### src/rtl/axis_rr_arbiter_4_if.sv
// Handshake and select bundle between the 4:1 AXI-Stream mux and its round-robin arbiter.
// The master side owns the source valids and the downstream ready; the slave side is the arbiter.
interface axis_rr_arbiter_4_if #(
  parameter int SEL_W = 2,
  parameter int CNT_W = 8
);
  logic [3:0]       req;
  logic [SEL_W-1:0] sel;
  logic             valid_in;
  logic             ready_out;
  logic             valid_out;
  logic             ready_in;
  logic             grant_active;
  logic [CNT_W-1:0] beat_cnt;

  modport master (
    output req, valid_in, ready_in,
    input  sel, ready_out, valid_out, grant_active, beat_cnt
  );

  modport slave (
    input  req, valid_in, ready_in,
    output sel, ready_out, valid_out, grant_active, beat_cnt
  );
endinterface

### src/rtl/axis_rr_arbiter_4.sv
// Round-robin burst arbiter for a 4:1 AXI-Stream mux: holds the select for up to MAX_BURST
// beats or until the granted source goes idle, and gates valid/ready while no grant is held.
module axis_rr_arbiter_4 #(
  parameter int SEL_W     = 2,
  parameter int MAX_BURST = 4,
  parameter int CNT_W     = 8
) (
  input  logic                clk,
  input  logic                rst_n,
  axis_rr_arbiter_4_if.slave  bus
);

  typedef enum logic {IDLE, GRANT} state_t;

  state_t           r_state;
  state_t           w_state_next;
  logic [SEL_W-1:0] r_sel;
  logic [SEL_W-1:0] w_sel_next;
  logic [SEL_W-1:0] r_rr_ptr;
  logic [SEL_W-1:0] w_rr_ptr_next;
  logic [CNT_W-1:0] r_beat_cnt;
  logic [CNT_W-1:0] w_beat_cnt_next;

  logic             w_grant_active;
  logic             w_xfer;
  logic             w_last_beat;
  logic             w_release;
  logic [7:0]       w_req_dbl;
  logic [3:0]       w_req_rot;
  logic             w_pick_found;
  logic [SEL_W-1:0] w_pick_off;
  logic [SEL_W-1:0] w_pick;

  assign w_grant_active = (r_state == GRANT);
  assign w_xfer         = bus.valid_in & bus.ready_in & w_grant_active;
  assign w_last_beat    = (r_beat_cnt == CNT_W'(MAX_BURST - 1));
  assign w_release      = (w_xfer & w_last_beat) | ~bus.req[r_sel];

  // Rotate req so bit 0 is the source at rr_ptr; the lowest set bit is then the next in turn.
  assign w_req_dbl = {bus.req, bus.req};
  assign w_req_rot = w_req_dbl[r_rr_ptr +: 4];

  always_comb begin
    w_pick_off   = '0;
    w_pick_found = |w_req_rot;
    for (int k = 3; k >= 0; k--) begin
      if (w_req_rot[k]) begin
        w_pick_off = SEL_W'(k);
      end
    end
  end

  assign w_pick = r_rr_ptr + w_pick_off;

  always_comb begin
    w_state_next    = r_state;
    w_sel_next      = r_sel;
    w_rr_ptr_next   = r_rr_ptr;
    w_beat_cnt_next = r_beat_cnt;
    case (r_state)
      IDLE: begin
        if (w_pick_found) begin
          w_state_next    = GRANT;
          w_sel_next      = w_pick;
          w_rr_ptr_next   = w_pick + 1'b1;
          w_beat_cnt_next = '0;
        end
      end
      GRANT: begin
        if (w_release) begin
          // Back-to-back regrant avoids a bubble when anyone else is waiting.
          if (w_pick_found) begin
            w_sel_next      = w_pick;
            w_rr_ptr_next   = w_pick + 1'b1;
            w_beat_cnt_next = '0;
          end else begin
            w_state_next = IDLE;
          end
        end else if (w_xfer) begin
          w_beat_cnt_next = r_beat_cnt + 1'b1;
        end
      end
      default: begin
        w_state_next = IDLE;
      end
    endcase
  end

  always_ff @(posedge clk or negedge rst_n) begin
    if (!rst_n) begin
      r_state    <= IDLE;
      r_sel      <= '0;
      r_rr_ptr   <= '0;
      r_beat_cnt <= '0;
    end else begin
      r_state    <= w_state_next;
      r_sel      <= w_sel_next;
      r_rr_ptr   <= w_rr_ptr_next;
      r_beat_cnt <= w_beat_cnt_next;
    end
  end

  assign bus.sel          = r_sel;
  assign bus.beat_cnt     = r_beat_cnt;
  assign bus.grant_active = w_grant_active;
  assign bus.valid_out    = bus.valid_in & w_grant_active;
  assign bus.ready_out    = bus.ready_in & w_grant_active;

endmodule

### src/flat_wrapper.sv
// flat-port wrapper written by rule: the top's interface ports become plain ports
module axis_rr_arbiter_4_flat 
#(
  parameter int SEL_W     = 2,
  parameter int MAX_BURST = 4,
  parameter int CNT_W     = 8
)
  (clk, rst_n, bus_req, bus_valid_in, bus_ready_in, bus_sel, bus_ready_out, bus_valid_out, bus_grant_active, bus_beat_cnt);
  axis_rr_arbiter_4_if #(.SEL_W(SEL_W), .CNT_W(CNT_W)) bus_i ();
  input  logic clk;
  input  logic rst_n;
  input wire logic [$bits(bus_i.req)-1:0] bus_req;
  input wire logic [$bits(bus_i.valid_in)-1:0] bus_valid_in;
  input wire logic [$bits(bus_i.ready_in)-1:0] bus_ready_in;
  output wire logic [$bits(bus_i.sel)-1:0] bus_sel;
  output wire logic [$bits(bus_i.ready_out)-1:0] bus_ready_out;
  output wire logic [$bits(bus_i.valid_out)-1:0] bus_valid_out;
  output wire logic [$bits(bus_i.grant_active)-1:0] bus_grant_active;
  output wire logic [$bits(bus_i.beat_cnt)-1:0] bus_beat_cnt;
  assign bus_i.req = bus_req;
  assign bus_i.valid_in = bus_valid_in;
  assign bus_i.ready_in = bus_ready_in;
  assign bus_sel = bus_i.sel;
  assign bus_ready_out = bus_i.ready_out;
  assign bus_valid_out = bus_i.valid_out;
  assign bus_grant_active = bus_i.grant_active;
  assign bus_beat_cnt = bus_i.beat_cnt;
  axis_rr_arbiter_4 #(.SEL_W(SEL_W), .MAX_BURST(MAX_BURST), .CNT_W(CNT_W)) u_core (.clk(clk), .rst_n(rst_n), .bus(bus_i));
endmodule
### config.mk
export PLATFORM = sky130hd
export DESIGN_NAME = axis_rr_arbiter_4_flat
export DESIGN_NICKNAME = d
export VERILOG_FILES = /design/src/rtl/axis_rr_arbiter_4_if.sv /design/src/rtl/axis_rr_arbiter_4.sv /design/src/flat_wrapper.sv
export SDC_FILE = /design/constraint.sdc
export NUM_CORES = 1
export LEC_CHECK = 0
export CAP_MARGIN = 20
export CORE_MARGIN = 2
export CORE_UTILIZATION = 40
export DETAILED_ROUTE_END_ITERATION = 16
export PLACE_DENSITY = 0.72
export SLEW_MARGIN = 20
export SYNTH_ARGS = -nofsm -noshare
export SYNTH_HDL_FRONTEND = slang
export SYNTH_SLANG_ARGS = --single-unit
export TNS_END_PERCENT = 5
### constraint.sdc
create_clock -name clk -period 1.8 [get_ports clk]
set_clock_uncertainty 0.05 [all_clocks]
set_input_delay 0.27 -clock clk [delete_from_list [all_inputs] [get_ports clk]]
set_output_delay 0.27 -clock clk [all_outputs]
set_load 0.03 [all_outputs]
==> run_results.csv <==
group,metric,value,unit
outcome,status,"complete, but fails checks",
outcome,violations,"negative setup slack",
setup_path,cp.arrival,1.91,ns
power,power.density,1230,mW/mm2
setup_path,crit_type,"primary input to flip-flop",
routing,drt-total-wl,2040,um
sta,hold_viol,0,
sta,tns,-0.000384,ns
routing,wl_per_cell,13.1,um
floorplan,num_io_pins,21,
min_path,min_path_type,"primary input to async pin",
floorplan,core,0.00198,mm2
cts,cts_sinks,13,
sta,maxSlewHeadroom,77.6,%
yosys,avgSynthCellArea,9.91,um2
sta,fin_crit_sh,100,%
run,cap_violations,0,
yosys,async_flop_share,100,%
global_route,grt_pass1_wl,3370,um
setup_path,r2r-start,"u_core.r_rr_ptr[1]",
yosys,ys_warn_count,0,
yosys,synth_nets,96,
cts,h-tree-depth,1,
yosys,synth-adder-area-share,2.94,%
setup_path,r2r-end,"u_core.bus.sel[1]",
setup_path,end_kind,"flip-flop",
sta,slew_viol_final,0,
yosys,syn_inst,86,
yosys,synth-simple-area-share,20.7,%
global_route,grt_use_total,17.3,%
floorplan,die_height,50.2,um
routing,dr.pass1.iters,4,
power,p_total,0.00160,W
setup_path,crit_end,"u_core.bus.sel[1]",
global_route,grt_pass1_vias,821,
power,ir_drop,0.644,mV
yosys,synth_edf_count,0,
sta,fin_ws,-0.000384,ns
sta,clock.fmax,555,MHz
routing,vias,794,
sta,setup-violations-final,1,
yosys,synth_compound_area_share,20.3,%
placement,dp_hpwl,1550,um
cts,numCtsBuffers,3,
power,leakage,0.684,nW
yosys,synth_xor_area_share,6.75,%
setup_path,crit_chain,"clkdlybuf4s50_1 -> a21oi_1 -> nor2_1 -> a211oi_1 -> a21oi_1 -> ha_2 -> xor2_1 -> xnor2_1 -> mux2_4",
floorplan,initial_utilization,43.0,%
sta,finalCriticalPeriod,1.80,ns
placement,gp_congestion,0.738,
floorplan,rows,16,
yosys,synth_area,852,um2
setup_path,reg2reg_slack,0.01,ns
routing,ant_nets,0,
setup_path,critPathLaunch,"bus_req[1]",
global_route,grt_max_degree,14,
global_route,antenna_found_initial,0,
setup_path,slowest_stage,"clkdlybuf4s50_1",
sta,rsz0062_at_grt,"true",
routing,drc_errors,0,
yosys,ys_ff_latch,13,
yosys,ys_types,34,
floorplan,dieArea,0.00252,mm2
setup_path,worst_ep_required_time,1.91,ns
yosys,ys.flop_type,"dfrtp_1",
layout,antenna_cells,0,
setup_path,critPathMaxFanout,3,
routing,drt_iter0_drc,4,
global_route,overflow,0,
layout,area_delta_synth_final,52.6,%
cts,cts_max_path_buffers,2,
yosys,synth_top_family_by_area,"simple AND/OR/NAND/NOR gates",
layout,drive_above_1_share,31.0,%
yosys,synth_mux_area_share,8.96,%
floorplan,chipWidth,50.2,um
cts,clk_pin_slew,0.08,ns
routing,via_per_inst,5.09,
layout,finalNetCount,140,
setup_path,cp_common_cell,"a21oi_1",
setup_path,slowest_delay,0.46,ns
sta,worst_pin_slew,0.336,ns
setup_path,startpoint_type,"primary input",
yosys,yosysSeqAreaShare,38.2,%
cts,clkLatencyLatePin,0.27,ns
setup_path,worstRegToRegCells,9,
placement,io_buffers,20,
sta,whs,0.248,ns
cts,cts_hold_buf,0,
cts,cts_tree,"built",
cts,root_buffer,"clkbuf_4",
[cells in the mapped netlist (all sizes together), types with 2 or more instances]
| master | number | area, um2 |
|---|---|---|
| dfrtp | 13 | 325 |
| a21oi | 8 | 51.3 |
| nand2 | 7 | 26.3 |
| nor2 | 6 | 22.5 |
| mux2i | 5 | 50.1 |
| and3 | 4 | 25.0 |
| a21o | 3 | 22.5 |
| and2 | 3 | 18.8 |
| inv | 3 | 11.3 |
| nor3b | 3 | 22.5 |
| o21ai | 3 | 15.0 |
| ha | 2 | 25.0 |
| mux2 | 2 | 26.3 |
| nand3 | 2 | 10.0 |
| nand4 | 2 | 12.5 |
| nor2b | 2 | 12.5 |
| o22ai | 2 | 26.3 |
| xnor2 | 2 | 17.5 |
| xor2 | 2 | 17.5 |
[registers in the layout, indices dropped and copies added, names as in the netlist]
name                     count
u_core.bus.sel               2
u_core.r_rr_ptr              2
u_core.bus.grant_active      1
u_core.bus.beat_cnt          8
[critical path, delay by kind of cell]
| family | cells | cell delay, ns |
|---|---|---|
| AOI/OAI and AO/OA | 3 | 0.37 |
| xor gates and xnor gates | 2 | 0.31 |
| adders and majority gates | 1 | 0.19 |
| buffers and inverters | 1 | 0.46 |
| muxes | 1 | 0.26 |
| and+or+nand+nor | 1 | 0.05 |
[how the worst min path moves through the flow]
stage,to,slack [ns],depth (start not counted),from
floorplan,u_core.bus.beat_cnt[0],-0.08,0,rst_n
global placement,u_core.bus.sel[0],0.50,1,u_core.bus.sel[0]
detailed placement,u_core.bus.sel[0],0.51,1,u_core.bus.sel[0]
CTS,u_core.bus.grant_active,0.24,2,rst_n
global route,u_core.bus.grant_active,0.27,2,rst_n
finish,u_core.bus.grant_active,0.25,2,rst_n
[where the power goes]
group          switching [W]  internal [W]  leakage [nW]
Sequential         0.0000598      0.000359         0.163
Clock              0.0000951     0.0000857        0.0150
Combinational       0.000457      0.000541         0.506
[metrics by stage]
| stage | std cells | setup WS, ns | utilization (%) | cell area, um2 |
|---|---|---|---|---|
| finish | 156 | -0.000384 | 65.6 | 1300 |
| global route | 156 | -0.0985 | 65.6 | 1300 |
| CTS | 156 | -0.0157 | 64.0 | 1270 |
| detailed placement | 152 | -0.490 | 62.2 | 1230 |
| global placement | 152 | -0.419 | 62.2 | 1230 |
| floorplan | 86 | -0.0206 | - | 866 |
[timing repair]
item / 4_1_cts / 5_1_grt
pin swaps: 3 / 0
setup endpoints to repair: 3 / 14
cloned: 0 / 0
gates resized for setup: 7 / 9
setup buffers: 0 / 0
[layout by cell type, fill, tap and decap left out, drive strengths merged, types with 2 or more instances in the layout]
| cell type | synthesis | final |
|---|---|---|
| and2 | 3 | 3 |
| mux2 | 2 | 2 |
| nand3 | 2 | 2 |
| inv | 3 | 3 |
| dlygate4sd2 | 0 | 3 |
| nand4 | 2 | 2 |
| xor2 | 2 | 2 |
| mux2i | 5 | 5 |
| clkbuf | 0 | 4 |
| a21o | 3 | 3 |
| buf | 1 | 22 |
| and3 | 4 | 4 |
| a21oi | 8 | 8 |
| dfrtp | 13 | 13 |
| o21ai | 3 | 3 |
| xnor2 | 2 | 2 |
| nor2b | 2 | 2 |
| nor2 | 6 | 6 |
| ha | 2 | 2 |
| nor3b | 3 | 3 |
| o22ai | 2 | 2 |
| nand2 | 7 | 7 |
| dlymetal6s2s | 0 | 5 |
| clkdlybuf4s50 | 0 | 10 |
[layout make-up]
class | count | area (um2)
Clock buffer | 4 | 26.3
Fill cell | 166 | 682
Inverter | 3 | 11.3
Multi-Input combinational cell | 69 | 547
Sequential cell | 13 | 328
Tap cell | 27 | 33.8
Timing Repair Buffer | 40 | 354
[logic make-up (layout without fill, tap and decap cells)]
group,after synthesis,after routing
buf+inv,4,47
flops,13,13
simple gates,33,33
mux,7,7
fa+ha+maj,2,2
compound gates,22,22
xor+xnor,5,5
[metal layers]
metal,up-vias,track usage (%),routed length [um]
li1,403,-,-
met3,2,3.27,71
met4,0,4.17,10
met2,14,30.9,1070
met5,-,0,0
met1,375,21.3,888
Power figures use the tool's default switching activity.
